===== src/rtl/pe_gate_scheduler.sv =====
// pe_gate_scheduler: walks a programmable table of (PE mask, sleep count, last)
// entries. Each entry loads the selected PE gating counters with a broadcast
// count, then waits until every selected PE reports its gate-enable high again.
module pe_gate_scheduler #(
  parameter int N_PE  = 4,
  parameter int DEPTH = 8,
  parameter int CNT_W = 5,
  localparam int AW   = $clog2(DEPTH)
) (
  input  logic              Clk,
  input  logic              Reset,
  input  logic              Global_Stall_I,
  input  logic              Cfg_We,
  input  logic [AW-1:0]     Cfg_Addr,
  input  logic [N_PE-1:0]   Cfg_Mask,
  input  logic [CNT_W-1:0]  Cfg_Count,
  input  logic              Cfg_Last,
  input  logic              Start,
  input  logic              Abort,
  input  logic [N_PE-1:0]   Gate_Done_I,
  output logic [N_PE-1:0]   Counter_En_O,
  output logic [CNT_W-1:0]  Data_O,
  output logic              Busy_O,
  output logic              Done_O,
  output logic [AW-1:0]     Entry_Idx_O
);

  typedef enum logic [1:0] {
    S_IDLE  = 2'd0,
    S_ISSUE = 2'd1,
    S_WAIT  = 2'd2,
    S_DONE  = 2'd3
  } state_t;

  state_t            r_state;
  logic [AW-1:0]     r_idx;
  logic              r_busy;
  logic              r_done;

  logic [N_PE-1:0]   r_mask [DEPTH];
  logic [CNT_W-1:0]  r_cnt  [DEPTH];
  logic              r_last [DEPTH];

  logic [N_PE-1:0]   w_mask;
  logic [CNT_W-1:0]  w_cnt;
  logic              w_last;
  logic              w_skip;
  logic              w_final;
  logic              w_gate_ok;
  logic              w_advance;
  logic              w_cfg_ok;

  assign w_mask    = r_mask[r_idx];
  assign w_cnt     = r_cnt[r_idx];
  assign w_last    = r_last[r_idx];
  // A zero count would make the counters wrap to their maximum, so it is
  // treated like an empty mask and the entry is passed over.
  assign w_skip    = (w_mask == '0) || (w_cnt == '0);
  assign w_final   = w_last || (r_idx == AW'(DEPTH - 1));
  assign w_gate_ok = ((Gate_Done_I & w_mask) == w_mask);
  assign w_advance = ((r_state == S_ISSUE) && w_skip) ||
                     ((r_state == S_WAIT) && w_gate_ok);
  assign w_cfg_ok  = (r_state == S_IDLE) || (r_state == S_DONE);

  // Load strobe is combinational so the counters capture at the ISSUE edge;
  // a stall suppresses it so a frozen ISSUE cannot reload repeatedly.
  assign Counter_En_O = ((r_state == S_ISSUE) && !w_skip && !Global_Stall_I) ? w_mask : '0;
  assign Data_O       = ((r_state == S_ISSUE) && !w_skip) ? w_cnt : '0;
  assign Busy_O       = r_busy;
  assign Done_O       = r_done;
  assign Entry_Idx_O  = r_idx;

  // Schedule table: writable only while no schedule is running.
  always_ff @(posedge Clk or negedge Reset) begin
    if (!Reset) begin
      for (int i = 0; i < DEPTH; i++) begin
        r_mask[i] <= '0;
        r_cnt[i]  <= '0;
        r_last[i] <= 1'b0;
      end
    end else if (Cfg_We && w_cfg_ok) begin
      r_mask[Cfg_Addr] <= Cfg_Mask;
      r_cnt[Cfg_Addr]  <= Cfg_Count;
      r_last[Cfg_Addr] <= Cfg_Last;
    end
  end

  // Sequencer FSM with registered Busy/Done; Abort overrides stall.
  always_ff @(posedge Clk or negedge Reset) begin
    if (!Reset) begin
      r_state <= S_IDLE;
      r_idx   <= '0;
      r_busy  <= 1'b0;
      r_done  <= 1'b0;
    end else if (Abort) begin
      r_state <= S_IDLE;
      r_idx   <= '0;
      r_busy  <= 1'b0;
      r_done  <= 1'b0;
    end else if (!Global_Stall_I) begin
      case (r_state)
        S_IDLE: begin
          r_done <= 1'b0;
          if (Start) begin
            r_state <= S_ISSUE;
            r_idx   <= '0;
            r_busy  <= 1'b1;
          end
        end
        S_ISSUE, S_WAIT: begin
          if (w_advance) begin
            if (w_final) begin
              r_state <= S_DONE;
              r_busy  <= 1'b0;
              r_done  <= 1'b1;
            end else begin
              r_state <= S_ISSUE;
              r_idx   <= r_idx + AW'(1);
            end
          end else if (r_state == S_ISSUE) begin
            r_state <= S_WAIT;
          end
        end
        S_DONE: begin
          r_state <= S_IDLE;
          r_busy  <= 1'b0;
          r_done  <= 1'b0;
        end
        default: begin
          r_state <= S_IDLE;
          r_busy  <= 1'b0;
          r_done  <= 1'b0;
        end
      endcase
    end
  end

endmodule

===== config.mk =====
export PLATFORM = sky130hd
export DESIGN_NAME = pe_gate_scheduler
export DESIGN_NICKNAME = d
export VERILOG_FILES = /design/src/rtl/pe_gate_scheduler.sv
export SDC_FILE = /design/constraint.sdc
export NUM_CORES = 1
export LEC_CHECK = 0
export CELL_PAD_IN_SITES_DETAIL_PLACEMENT = 0
export CELL_PAD_IN_SITES_GLOBAL_PLACEMENT = 1
export CORE_ASPECT_RATIO = 0.8
export CORE_UTILIZATION = 52
export DETAILED_ROUTE_END_ITERATION = 10
export MAX_ROUTING_LAYER = met4
export PLACE_DENSITY = 0.84
export SLEW_MARGIN = 20
export SYNTH_ARGS = -nofsm -noshare
export SYNTH_HDL_FRONTEND = slang
export SYNTH_SLANG_ARGS = --single-unit

===== constraint.sdc =====
create_clock -name Clk -period 4.86 [get_ports Clk]
set_clock_uncertainty 0.05 [all_clocks]
set_input_delay 0.972 -clock Clk [delete_from_list [all_inputs] [get_ports Clk]]
set_output_delay 0.972 -clock Clk [all_outputs]
set_load 0.1 [all_outputs]

==> results.toml <==
[outcome]
status = "finished, final reports clean"

[clock_network]
cts-resized-gates = 0
clkSinkCount = 87
clk_pin_slew_ns = 0.08
clk_path_buf_depth = 2
htree_levels = 3
cts_post_setup_buffers_inserted = 0
cts_tree = "yes"
clock_tree.root_cell = "clkbuf_8"
holdBufCountCts = 0
clk_latency_ns = 0.36
cts_buffers = 9

[yosys]
syn-num-nets = 319
synth_edf_count = 0
synth.area.top_cells = "dfrtp_1, mux2_2, mux4_2"
syn_area_per_cell_um2 = 14.61
synth_top_area_share_pct = 51.57
ys_async_sr_fraction_pct = 100.0
synth_flop_cell = "dfrtp_1"
ys_ff_latch = 87
ys_warn_count = 0
syn_area_um2 = 4222
synthDistinctLibCells = 35
yosysSeqAreaShare_pct = 51.57
synth_largest_area_cell = "dfrtp_1"
postSynthCellCount = 289

[drt]
dr.pass1.iters = 4
drc = 0
wirelength_mm = 8.537
met2_length_mm = 3.915
antenna_left = 0
wl_met1_mm = 4.183
detailedRoute.firstIterationViolations = 111
top_layer_used = "met4"
viasPerCell = 5.815
wire_per_inst_um = 19.49
via_count = 2547
wl_met3_um = 370

[finish]
insertedDiodeCount = 0
seq_area_um2 = 2177
final_cells = 438
final_nets = 358
syn_to_final_growth_pct = 15.59
drive_above_1_share_pct = 42.04
final_cell_mix = "dfrtp_1, mux2_2, clkdlybuf4s50_1"
layout_commonest_cell = "dfrtp_1"
multi_input_area_um2 = 1951
fillCellCount = 612

[sta]
fin_crit_sh_pct = 84.58
final_hold_viol_count = 0
min_period_ns = 4.110
worstMarginPinSlew_ns = 1.100
slew_violations = 0
slew_headroom_pct = 26.65
setup_violations = 0
rsz0062_at_grt = "false"
max_freq_ghz = 0.2433
fin_ws_ns = 0.7495
hold_ws_ns = 0.4488
setup_tns_ns = 0

[critical_path]
cp_max_fo = 24
cp-end-kind = "output port"
r2r_cells = 7
required_ns = 3.84
start_kind = "register"
critPathKind = "reg2out"
crit_arrival_ns = 3.09

[floorplanning]
die_area_um2 = 8485
rows = 28
initial_core_util_pct = 55.28
die_h_um = 82.59
io_pins = 37
core-area_um2 = 7637
die_w_um = 102.7

[job]
cap_violations = 0

[place]
portBuffers = 36
dp_cells = 422
dpl_worst_slack_ns = 1.059
gp_congestion = 0.7604
post-dp-hpwl_mm = 5.703

[global_routing]
grt_util_all_layers_pct = 23.70
overflow = 0
antenna_found_initial = 0
grt_pass1_vias = 2627
grt_start_max_net_pins = 50
grt_pass1_wl_mm = 13.90

[min_path]
holdPathStages = 1
hold_path.class = "reg2reg"

[power_and_ir_drop]
irDropWorstVdd_mv = 0.2344
leakagePower_nw = 2.019
power.density_nw_per_um2 = 592.0
-- per-layer routing --
layer	GRT usage [%]	up-vias
li1	-	1158
met1	31.77	1339
met2	36.07	43
met3	7.660	7
met4	4.225	0
met5	-	-
-- synthesized netlist by cell type, drive strengths merged, types with 2 or more instances --
master / n
a21oi: 3
a221o: 2
and3: 3
buf: 8
clkbuf: 6
dfrtp: 87
ha: 7
inv: 5
mux2: 81
mux2i: 9
mux4: 20
nand2: 8
nand2b: 4
nand3b: 3
nand4: 2
nor2: 14
nor2b: 3
nor3: 6
nor3b: 3
o211ai: 2
o21ai: 2
o22ai: 2
or3: 2
-- kinds of logic after synthesis --
| group | Yosys count | share of synthesized area, % |
|---|---|---|
| AO/OA/AOI/OAI | 18 | 3.557 |
| adder cells (fa/ha/maj) | 7 | 2.075 |
| buffers and inverters | 19 | 2.460 |
| flip-flops | 87 | 51.57 |
| multiplexers | 110 | 34.41 |
| AND/OR/NAND/NOR | 48 | 5.927 |
-- worst max-delay path, stage by stage (launching register included) --
cell and delay, ns:
dfrtp_1 1.08, mux4_2 0.43, mux2i_1 0.27, nand4_1 0.23
o211ai_1 0.21, buf_4 0.19, nor3_1 0.06, buf_4 0.25
-- per-stage QoR --
step           utilization, %  instance area (um2)  power, mW
2_1_floorplan               -                 4222      2.078
3_3_place_gp            60.99                 4658      2.318
3_5_place_dp            60.99                 4658      2.354
4_1_cts                 63.89                 4880      2.904
5_1_grt                 63.89                 4880      3.056
6_report                63.89                 4880      2.889
-- state kept, by name (all words and copies together), names as in the netlist --
| register | cells |
|---|---|
| r_cnt | 40 |
| r_last | 8 |
| r_state | 2 |
| Entry_Idx_O | 3 |
| Busy_O | 1 |
| r_mask | 32 |
| Done_O | 1 |
-- final cells by class --
| class | instances | area share [%] |
|---|---|---|
| sequential | 87 | 44.62 |
| inverter | 5 | 0.3846 |
| multi-input combinational | 183 | 39.97 |
| clock inverter | 6 | 1.718 |
| timing repair buffer | 42 | 7.795 |
| clock buffer | 10 | 2.821 |
| tap | 105 | 2.692 |
-- worst paths after layout --
path / startpoint / endpoint / slack (ns)
max in group asynchronous: Reset / r_mask[20]$_DFFE_PN0P_ / 3.23
min: Done_O$_DFFE_PN0P_ / Done_O$_DFFE_PN0P_ / 0.45
min in group asynchronous: Reset / r_cnt[39]$_DFFE_PN0P_ / 0.57
max reg2reg: Entry_Idx_O[1]$_DFFE_PN0P_ / Busy_O$_DFFE_PN0P_ / 1.82
min reg2reg: Done_O$_DFFE_PN0P_ / Done_O$_DFFE_PN0P_ / 0.45
max: Entry_Idx_O[2]$_DFFE_PN0P_ / Counter_En_O[1] / 0.75
-- where the power goes --
group	leakage, nW	internal [mW]	total (mW)	switching (mW)
clock network	0.116	0.302	0.552	0.251
logic	0.844	0.532	1.09	0.556
registers	1.06	1.07	1.25	0.182
Power figures use the tool's default switching activity.
